===== config.mk =====
export PLATFORM = sky130hd
export DESIGN_NAME = data_sram_like_bridge
export DESIGN_NICKNAME = d
export VERILOG_FILES = /design/src/rtl/data_sram_like_bridge.sv
export SDC_FILE = /design/constraint.sdc
export NUM_CORES = 1
export LEC_CHECK = 0
export ABC_AREA = 1
export BUFFER_PORTS_ARGS = -buffer_cell sky130_fd_sc_hd__buf_2
export CAP_MARGIN = 20
export CORE_AREA = 2 2 127 142
export CTS_CLUSTER_DIAMETER = 120
export CTS_CLUSTER_SIZE = 40
export DETAILED_ROUTE_END_ITERATION = 12
export DIE_AREA = 0 0 129 144
export PLACE_DENSITY = 0.62
export SYNTH_ARGS = -nofsm -noshare
export SYNTH_HDL_FRONTEND = slang
export SYNTH_SLANG_ARGS = --single-unit

===== constraint.sdc =====
create_clock -name clk -period 1.4 [get_ports clk]
set_input_delay 0.14 -clock clk [delete_from_list [all_inputs] [get_ports clk]]
set_output_delay 0.14 -clock clk [all_outputs]
set_load 0.005 [all_outputs]

===== src/rtl/data_sram_like_bridge.sv =====
// data_sram_like_bridge
// Data-side adapter between the M-stage memory port and an SRAM-like bus
// (req / addr_ok / data_ok). One transaction is outstanding at a time. The
// pipeline is stalled until the read data (or write completion) comes back,
// and the returned word is held in a register for the load unit.
//
// Ports
//   clk, rst          : clock (rising edge), asynchronous active-low reset
//   cpu_en            : M-stage instruction accesses memory
//   cpu_wen[3:0]      : byte enables (0000 = load)
//   cpu_addr[31:0]    : word address from the core (bits [1:0] ignored)
//   cpu_wdata[31:0]   : lane-replicated store data
//   cpu_stall_other   : pipeline held by some other unit
//   cpu_rdata[31:0]   : latched read word
//   cpu_stall         : memory-side stall request
//   data_req/wr/size/addr/wdata : bus request fields
//   data_addr_ok, data_data_ok, data_rdata : bus responses
module data_sram_like_bridge (
    input  logic        clk,
    input  logic        rst,
    input  logic        cpu_en,
    input  logic [3:0]  cpu_wen,
    input  logic [31:0] cpu_addr,
    input  logic [31:0] cpu_wdata,
    input  logic        cpu_stall_other,
    output logic [31:0] cpu_rdata,
    output logic        cpu_stall,
    output logic        data_req,
    output logic        data_wr,
    output logic [1:0]  data_size,
    output logic [31:0] data_addr,
    output logic [31:0] data_wdata,
    input  logic        data_addr_ok,
    input  logic        data_data_ok,
    input  logic [31:0] data_rdata
);

    typedef enum logic [1:0] {
        IDLE      = 2'd0,
        WAIT_ADDR = 2'd1,
        WAIT_DATA = 2'd2,
        DONE      = 2'd3
    } state_t;

    state_t      stateR;
    logic        reqWrR;
    logic [1:0]  reqSizeR;
    logic [31:0] reqAddrR;
    logic [31:0] reqWdataR;
    logic [31:0] rdataR;

    logic [3:0]  decS;
    logic        curWrS;
    logic [1:0]  curSizeS;
    logic [31:0] curAddrS;

    // Byte-enable pattern -> {size, addr[1:0]}; unknown patterns become word writes.
    function automatic logic [3:0] decodeWen(input logic [3:0] wen);
        case (wen)
            4'b0001: decodeWen = {2'd0, 2'd0};
            4'b0010: decodeWen = {2'd0, 2'd1};
            4'b0100: decodeWen = {2'd0, 2'd2};
            4'b1000: decodeWen = {2'd0, 2'd3};
            4'b0011: decodeWen = {2'd1, 2'd0};
            4'b1100: decodeWen = {2'd1, 2'd2};
            default: decodeWen = {2'd2, 2'd0};
        endcase
    endfunction

    // Request fields derived live from the core inputs (used in the issue cycle).
    always_comb begin
        decS     = decodeWen(cpu_wen);
        curWrS   = |cpu_wen;
        curSizeS = decS[3:2];
        curAddrS = {cpu_addr[31:2], decS[1:0]};
    end

    // Bus request outputs: live in IDLE, from the captured copies afterwards.
    // Reset gates everything so the request drops the moment rst goes low.
    always_comb begin
        data_req   = 1'b0;
        data_wr    = 1'b0;
        data_size  = 2'd0;
        data_addr  = 32'd0;
        data_wdata = 32'd0;
        if (!rst) begin
            data_req = 1'b0;
        end else begin
            case (stateR)
                IDLE: begin
                    if (cpu_en) begin
                        data_req   = 1'b1;
                        data_wr    = curWrS;
                        data_size  = curSizeS;
                        data_addr  = curAddrS;
                        data_wdata = cpu_wdata;
                    end else begin
                        data_req = 1'b0;
                    end
                end
                WAIT_ADDR: begin
                    // Never withdrawn before addr_ok, even if cpu_en drops.
                    data_req   = 1'b1;
                    data_wr    = reqWrR;
                    data_size  = reqSizeR;
                    data_addr  = reqAddrR;
                    data_wdata = reqWdataR;
                end
                WAIT_DATA, DONE: begin
                    data_req   = 1'b0;
                    data_wr    = reqWrR;
                    data_size  = reqSizeR;
                    data_addr  = reqAddrR;
                    data_wdata = reqWdataR;
                end
                default: begin
                    data_req = 1'b0;
                end
            endcase
        end
    end

    // Core-facing outputs: stall until DONE, read data from the capture register.
    always_comb begin
        cpu_stall = rst & cpu_en & (stateR != DONE);
        cpu_rdata = rdataR;
    end

    // Transaction FSM, request-field capture and read-data capture.
    always_ff @(posedge clk or negedge rst) begin
        if (!rst) begin
            stateR    <= IDLE;
            reqWrR    <= 1'b0;
            reqSizeR  <= 2'd0;
            reqAddrR  <= 32'd0;
            reqWdataR <= 32'd0;
            rdataR    <= 32'd0;
        end else begin
            case (stateR)
                IDLE: begin
                    if (cpu_en) begin
                        reqWrR    <= curWrS;
                        reqSizeR  <= curSizeS;
                        reqAddrR  <= curAddrS;
                        reqWdataR <= cpu_wdata;
                        if (data_addr_ok && data_data_ok) begin
                            stateR <= DONE;
                            rdataR <= data_rdata;
                        end else if (data_addr_ok) begin
                            stateR <= WAIT_DATA;
                        end else begin
                            stateR <= WAIT_ADDR;
                        end
                    end
                end
                WAIT_ADDR: begin
                    if (data_addr_ok && data_data_ok) begin
                        stateR <= DONE;
                        rdataR <= data_rdata;
                    end else if (data_addr_ok) begin
                        stateR <= WAIT_DATA;
                    end
                end
                WAIT_DATA: begin
                    if (data_data_ok) begin
                        stateR <= DONE;
                        rdataR <= data_rdata;
                    end
                end
                DONE: begin
                    // Stay here (no reissue) while the pipeline is held elsewhere.
                    if (!cpu_stall_other) begin
                        stateR <= IDLE;
                    end
                end
                default: begin
                    stateR <= IDLE;
                end
            endcase
        end
    end

endmodule


# After elaboration in Yosys (flattened, before gate mapping)
# Index checks and enable logic that the tools add are counted.
# word_totals
reg_bits,101
in_bits,106
output_inout_bits,101
wordCells,59
# op_classes
n_eq_ne,14
n_mux,28
bitwise_logic,2
reduce_logical,9
# ops
cell,count
32-bit two-way mux,7
32-bit case mux with 2 select lines,2
32-bit case mux with 3 select lines,1
4-bit case mux with 6 select lines,1
2-bit two-way mux,9
4-bit by 2-bit == test with 1-bit output (second input constant),2
4-bit == test (second input constant),2
2-bit inequality test (second input constant),4
2-bit case mux with 4 select lines,1
2-bit == test (second input constant),2
4-bit by 1-bit == test with 1-bit output (second input constant),1
4-bit by 3-bit == test with 1-bit output (second input constant),1
1-bit two-way mux,4
2-bit case mux with 2 select lines,1
4-bit AND reduction,1
4-bit OR reduction,1
3-bit inequality test (second input constant),1
1-bit case mux with 3 select lines,1
3-bit AND reduction,1
3-bit nonzero test,1
3-bit OR reduction,1
1-bit AND,2
2-bit by 1-bit == test with 1-bit output (second input constant),1
2-bit logical NOT,1
other kinds (4),4

# Longest topological paths before layout
# Gate-level depths: netlist of run 1.
# depth
depth_word,5
ltp_mapped,9
depth_no_buf,8

# Worst setup path before layout of run 1
# No wires, ideal clock.
# synth_path
path_kind,reg2out
start,register stateR[0]
end,output port data_addr[0]
arrival_ns,1.335
t_required_ns,1.260
setup_slack_ns,-0.075
path_stages_with_launch,8
path_buffers,2
path_cell_list,dfrtp_1 inv_1 ha_1 inv_2 buf_4 buf_2 nand2_1 a21oi_1
# synth_between
elab_chain_len,4
elab_cells_between_ends,7
classes_between,eq/ne: 3; mux: 2; reduce/logical: 2
# synth_lines
element,line,text
from (decl),45,state_t stateR;
from (signal assigned),132,stateR <= IDLE;
from (signal assigned),147,stateR <= DONE;
from (signal assigned),150,stateR <= WAIT_DATA;
2-bit == test or 2-bit by 1-bit == test with 1-bit output (tied branches),89,case (stateR)
3-bit OR reduction (no source line),--,
32-bit case mux with 2 select lines (*),89,
32-bit two-way mux (*),86,if (!rst) begin
to (decl),31,"output logic [31:0] data_addr,"
# Every way passes the cells marked *; elsewhere a longest branch is shown, timed or not.

# Worst setup path in the final report of run 1
# layout_path
start,register stateR[1]
end,output port data_wdata[30]
# layout_between
elab_chain_len,4
elab_cells_between_ends,7
classes_between,eq/ne: 3; mux: 2; reduce/logical: 2
# layout_lines
element,line,text
2-bit == test or 2-bit by 1-bit == test with 1-bit output (tied branches),89,
3-bit OR reduction (no source line),--,
32-bit case mux with 2 select lines (*),89,
32-bit two-way mux (*),86,
to (decl),32,"output logic [31:0] data_wdata,"
# Marks and branches as above.

==> results.txt, run 1 <==
- The flow ran to the end, but the final reports show violations.
- The checks that failed: negative setup slack.
* Total die area: 18600 µm²
* Power density cells: 2010 nW/µm²
* CP Data Required Time: 1.26 ns
- Clock-pin slew of the registers on the worst-case setup and hold paths: 0.07 ns
- Cell Count Post-Placement: 1125
- In the routed design, unresolved DRC markers number 0.
* Setup Skew: 0.00915 ns
- The portion of synthesized area spent on multiplexers is 0.
- The first global-routing pass estimated 23300 µm of wire.
* Starting Density: 0.292
- Horizontal die dimension: 129 µm
* Type of the setup path with the least slack: register to output pin
- Post-synthesis sequential element count: 101
- Across every metal layer, demand over resource in global routing totals 0.158.
* Count of cell types in the netlist: 20
- By count the netlist is led by 406 x nand2_1, 101 x dfrtp_1, 69 x a21oi_1, 38 x nand3_1, 18 x buf_2.
- The count of nets left with antenna violations once routing finished came out at 0.
* Met2 Track Usage GR: 0.261
- In this run, the number of DRC markers left after iteration 0 of detailed routing was 231.
- The synthesized design contains 0 enable-type register cells.
* # clock sinks: 101
* Ranking of synthesized cells by area: dfrtp_1 50%, nand2_1 30%, a21oi_1 6.8%
- The initial antenna violation count was 0.
- Setup total negative slack on the finished layout was measured at -48.11 ns.
- Most numerous cell in the Yosys netlist: nand2_1
- In this run the standard cell core region covers 17300 µm².
* Final count of hold timing violations: 0
* Share of synthesized registers carrying an async set or reset: 1.00
- Area fraction in and, or, nand and nor cells after synthesis: 0.349
- Dividing the detail-routed wire length by the instance count gives 13.0 µm.
- Static timing analysis puts the maximum clock frequency at 554 MHz.
- Primary flip-flop cell chosen by synthesis mapping: dfrtp_1
* Via count of the first global-routing pass: 4691
- Setup repair after global routing missed its margin: yes
- Post-synth top area share: 0.500
* TritonCTS clock tree: built
- Setup violations remaining at the end of the flow were counted as 170.
- Bufs on Longest Clock Path: 2
* Quantity of I/O buffers inserted on ports: 204
- In the global route stage, met1 resource usage came out at 0.201.
- Multi-input gate area: 2430 µm²
* Number of max-cap violations: 0
- Top-level port count: 207
- GP Congestion: 0.741
- Hold slack final: 0.0121 ns
- Wires add up to 15500 µm.
- Crit path setup slack, layout: -0.406 ns
* Maximum net fanout on the critical path: 19
- Mapped Area: 5050 µm²
- STA classifies the critical path endpoint as an output pin.
* Cell Rows: 51
- In this run the static leakage power is 4.08 nW.
* Adder-Cell Fraction of Synth Area: 0.0124
* Warning count from the yosys run: 0
- Die H: 144 µm
* Nets: 1058
- Post-route non-filler standard cell count: 1189
* Actual slew at the worst max-slew pin: 0.639 ns
* Grt peak-use layer: met2
- The layout has 1687 filler cells.
- Fin. max-slew vios: 0
- The path class of the tightest hold or removal check is input port to register.
- Synth Area in Compound Gates: 0.0790
* Antenna diode count: 0
* Pin count of the biggest net entering global routing: 102
- Portion of the clock cycle consumed by the worst path in the final layout: 1.29
* Remaining global-route overflow: 0
* Worst EP arrival: 1.67 ns
- Summing all flip-flop and latch instances after layout gives 2530 µm².
* Nature of the critical path startpoint: register
- Met3 Resource Use GR: 0.0392
* Worst ir drop on vdd: 0.000721 V
- Half-perimeter wire length of the detailed placement result: 9860 µm
- Clock insertion delay at the later pin of the skew report: 0.35 ns
- Sequential element share of the synthesized area: 0.500
* CTS H-tree depth: 3
- Area growth from synthesis to layout: 51.5%
- Number of nets in the synthesized netlist: 808
- After synthesis, the largest family of logic cells by area is simple AND/OR/NAND/NOR gates.
- TritonCTS Buffers: 9
* Synthesized area divided by synthesized cell count: 7.25 µm²
* Count of mapped cells out of synthesis: 697
- Post-layout min period: 1.81 ns
* Total via count in the routed design: 5325
- Clock tree synthesis selected as its root buffer the cell clkbuf_16.
* Fraction of synthesized cell area in xor and xnor cells: 0
- The first detailed-routing pass took 4 iterations.
* Cell taking the most area after synthesis: dfrtp_1
- Of the cells placed in the final design, the portion with a size suffix greater than 1 is 0.334.
- In the routed layout, each cell is associated on average with a via count of 4.48.
- Normalized max-slew margin: 0.574
==> what timing repair did <==
action	4_1_cts	5_1_grt
hold buffers	40	0
cloned	2	2
buffers inserted	4	3
pin swaps	1	4
endpoints found under the setup margin	168	170
gates resized for setup	23	43
endpoints found under the hold margin	140	0
==> cell type report <==
| cell class | count | area share |
|---|---|---|
| clock buffer | 9 | 0.0294 |
| clock inverter | 6 | 0.0116 |
| inverter | 14 | 0.00916 |
| multi-input combinational | 538 | 0.318 |
| sequential | 101 | 0.330 |
| tap | 238 | 0.0389 |
| timing repair buffer | 283 | 0.263 |
==> report_power, final <==
group	total [mW]	leakage, nW	switching [mW]	internal, mW
registers	5.01	1.25	0.706	4.31
clock network	2.68	0.147	1.12	1.56
logic	7.67	2.68	4.22	3.45
total	15.4	4.08	6.05	9.31
==> per-layer routing <==
metal	share of wire	routed length (µm)	vias up
li1	-	-	2682
met1	0.46	7070	2480
met2	0.47	7290	151
met3	0.061	947	12
met4	0.011	170	0
met5	0	0	-
==> per-stage QoR <==
stage	setup slack (ns)	power, mW	util	instance area, µm²
6_report	-0.406	15.4	0.442	7650
5_1_grt	-0.528	16.7	0.442	7650
4_1_cts	-0.458	15.1	0.431	7460
3_5_place_dp	-0.187	11.9	0.380	6580
3_3_place_gp	-0.152	11.8	0.380	6580
2_1_floorplan	0.0364	8.97	-	5060
==> worst paths after layout <==
check	start	end	slack, ns	depth (start not counted)
max	stateR[1]	data_wdata[30]	-0.41	8
min	cpu_addr[22]	reqAddrR[22]	0.01	3
max reg2reg	stateR[0]	reqWdataR[18]	-0.29	10
min reg2reg	cpu_rdata[26]	cpu_rdata[26]	0.46	2
max in group asynchronous	rst	reqWdataR[7]	0.42	3
min in group asynchronous	rst	cpu_rdata[30]	0.43	3
==> sequential cells by signal, summed over array words and instances (netlist names) <==
register and flops:
cpu_rdata 32, stateR 2, reqWdataR 32, reqSizeR 2, reqWrR 1, reqAddrR 32
==> cells by family (layout without fill, tap and decap cells) <==
group | Yosys count | after routing
buffers and inverters | 58 | 312
flip-flops | 101 | 101
AO/OA/AOI/OAI | 78 | 78
adder cells (fa/ha/maj) | 5 | 5
AND/OR/NAND/NOR | 455 | 455
==> critical path: stages (launching register included) <==
cell and delay [ns]:
dfrtp_1 0.38, inv_2 0.09, ha_4 0.18, nand2_4 0.08
clkinv_8 0.09, buf_12 0.14, nand2_1 0.08, a21oi_2 0.14
buf_2 0.13
==> placed cells by master (no fill, tap or decap) <==
cell type	n
a21oi_1	32
inv_2	4
buf_6	2
o21ai_1	1
buf_2	203
nand2_2	9
clkbuf_16	11
inv_1	7
o21ai_2	1
nand4_1	1
nand3_1	38
buf_12	20
o31ai_1	1
bufinv_16	2
dlygate4sd3_1	40
nand2_4	3
clkinv_8	1
dfrtp_1	101
a21oi_2	37
buf_4	16
o21ai_0	4
ha_4	2
clkinv_4	1
ha_2	1
inv_4	2
a31oi_1	2
nor2_1	9
nand2_1	395
clkinvlp_4	2
ha_1	2
clkinv_2	1
No activity file was read; power rests on OpenSTA's default activity.
==> run 2: changes to the inputs <==
--- a/config.mk
+++ b/config.mk
@@ -8,12 +8,13 @@
 export ABC_AREA = 1
 export BUFFER_PORTS_ARGS = -buffer_cell sky130_fd_sc_hd__buf_2
 export CAP_MARGIN = 20
-export CORE_AREA = 2 2 127 142
+export CORE_AREA = 2 2 106 118
 export CTS_CLUSTER_DIAMETER = 120
 export CTS_CLUSTER_SIZE = 40
 export DETAILED_ROUTE_END_ITERATION = 12
-export DIE_AREA = 0 0 129 144
-export PLACE_DENSITY = 0.62
+export DIE_AREA = 0 0 108 120
+export PLACE_DENSITY = 0.82
+export SETUP_SLACK_MARGIN = 0.2
 export SYNTH_ARGS = -nofsm -noshare
 export SYNTH_HDL_FRONTEND = slang
 export SYNTH_SLANG_ARGS = --single-unit
==> run 2 against run 1 <==
The flow still finishes with violations (negative setup slack). Design area grew 1.3%. Combinational power grew 20%. Wire length grew 3.7%. Final cell count shrank 8.9%. Largest cell class is now multi-input gates.
==> results.txt, run 2 (synthesis results as in run 1) <==
- Outcome: finished with violations
- The checks that failed: negative setup slack.
- Total via count in the routed design: 5482
- Walking the worst path, the cells encountered are inv_2, ha_4, nand2_4, clkinv_8, buf_12, clkbuf_16, nand2_1, a21oi_1, buf_2.
- In the final design database the tool counted 1036 nets.
* Maximum net fanout on the critical path: 6
- The tool flagged a number of max-cap violations equal to 0.
* Worst EP arrival: 1.81 ns
- Number of remaining DRC errors: 0
- Fmax: 512 MHz
* # clock sinks: 101
- Counting along the longest clock path gives a buffer depth of 2.
* Cell Rows: 42
- Detailed Route WL: 16100 µm
- Clock insertion delay at the later pin of the skew report: 0.34 ns
- The initial antenna violation count was 0.
- Remaining global-route overflow: 0
- Pin count of the biggest net entering global routing: 100
* CP Data Required Time: 1.26 ns
- TritonCTS clock tree: built
- Horizontal die dimension: 108 µm
- Across every metal layer, demand over resource in global routing totals 0.234.
- The first global-routing pass estimated 24000 µm of wire.
- The pre-antenna-repair detailed-routing pass consisted of 7 iterations.
* Worst ir drop on vdd: 0.00137 V
- The routed design could run at a clock period as short as 1.95 ns.
- Setup Skew: 0.00535 ns
- Setup slack on the critical path of the routed design comes to -0.554 ns.
- The worst setup path is of the register to output pin kind.
- Slowest cell on crit path: dfrtp_1
* Post-placement cell area: 6570 µm²
- Area growth from synthesis to layout: 53.4%
- The number of global-route vias before repair is 4985.
- Quantity of I/O buffers inserted on ports: 204
* Endpoint kind of the worst setup timing path: output pin
* Normalized max-slew margin: 0.658
- Commonest non-fill, non-tap cell in the layout: nand2_1
- The finished cells cover 7750 µm².
- Total die area: 13000 µm²
- Static Leak: 4.18 nW
* Root buf cell: clkbuf_16
- Of the cells placed in the final design, the portion with a size suffix greater than 1 is 0.407.
* Top-level port count: 207
- In the layout the commonest cells are 378 x nand2_1, 203 x buf_2, 101 x dfrtp_1.
* TritonCTS Buffers: 9
- Once layout is complete, the utilization of the core stands at 0.655.
- GP Congestion: 0.799
- Placeable core area: 11800 µm²
* Routed length per instance: 14.8 µm
* Setup repair after global routing missed its margin: yes
- Iteration-0 DRC Markers: 534
* Number of buffer and inverter instances along the worst setup path: 5
- Post-route non-filler standard cell count: 1083
- After clock tree synthesis, the clock-pin slew on the worst setup and hold paths is 0.07 ns.
* Count of nets left with antenna violations after detail routing: 0
* Largest stage delay on the critical path: 0.41 ns
- At the pin with the least slew margin, the transition time is 0.513 ns.
- After detailed routing, the number of vias per cell comes to 5.06.
* Fin. max-slew vios: 0
- Final count of hold timing violations: 0
* Starting Density: 0.427
* Cell family with the largest share of critical-path delay: buffers and inverters
- Half-perimeter wire length of the detailed placement result: 9590 µm
- Nature of the critical path startpoint: register
* Portion of the clock cycle consumed by the worst path in the final layout: 1.40
* CTS H-tree depth: 3
- Die H: 120 µm
- Cell Count Post-Placement: 1039
* Class of the tightest hold or removal check: input port to register
* Antenna diode count: 0
- Setup Viol. Count Final: 170
- Power density cells: 2160 nW/µm²
[run 2: final timing paths]
kind / start / endpoint / slack (ns) / cells past startpoint
worst max register to register: stateR[1] / reqAddrR[27] / -0.36 / 10
min in group asynchronous: rst / stateR[1] / 0.20 / 2
worst min-delay path: cpu_wdata[15] / reqWdataR[15] / 0.01 / 3
worst min register to register: cpu_rdata[18] / cpu_rdata[18] / 0.47 / 2
worst max-delay path: stateR[1] / data_addr[8] / -0.55 / 9
max in group asynchronous: rst / reqAddrR[18] / 0.43 / 3
[run 2: area by class of cell]
type	count	area, µm²
fill	979	4080
multi-input combinational	538	2660
sequential	101	2530
timing repair buffer	261	2000
clock buffer	12	256
tap	154	193
inverter	14	70.1
clock inverter	3	45.0
[run 2: repair_timing]
item                                    CTS  global route
hold buffers                              2             0
resized for setup                        35            65
setup buffers                            12             3
gates cloned                              8             4
pin swaps                                 5            16
endpoints found under the hold margin   102             0
endpoints found under the setup margin  170           170
[run 2: metrics by stage]
step | hold slack (ns) | TNS [ns] | worst slack, ns | total power, mW
after floorplan | -0.156 | 0 | 0.0559 | 9.31
after global placement | -0.0492 | -2.58 | -0.0712 | 11.9
after detailed placement | -0.0466 | -5.53 | -0.125 | 12.1
after CTS | 0.000859 | -43.04 | -0.427 | 16.0
after global routing | 0.0155 | -68.99 | -0.616 | 18.0
final | 0.0108 | -56.42 | -0.554 | 16.8
[run 2: routing by layer]
layer  wire length (µm)  GRT usage
met1               6380      0.290
met2               8300      0.411
met3               1140     0.0527
met4                232     0.0561
met5                  0          0
[run 2: tightest hold or removal path, stage by stage]
cell and delay [ns]:
buf_2 0.09, nand2_1 0.04, nand2_1 0.04
[run 2: where the power goes]
group	internal (mW)	switching, mW
clock network	1.47	1.04
logic	4.46	4.73
registers	4.31	0.759
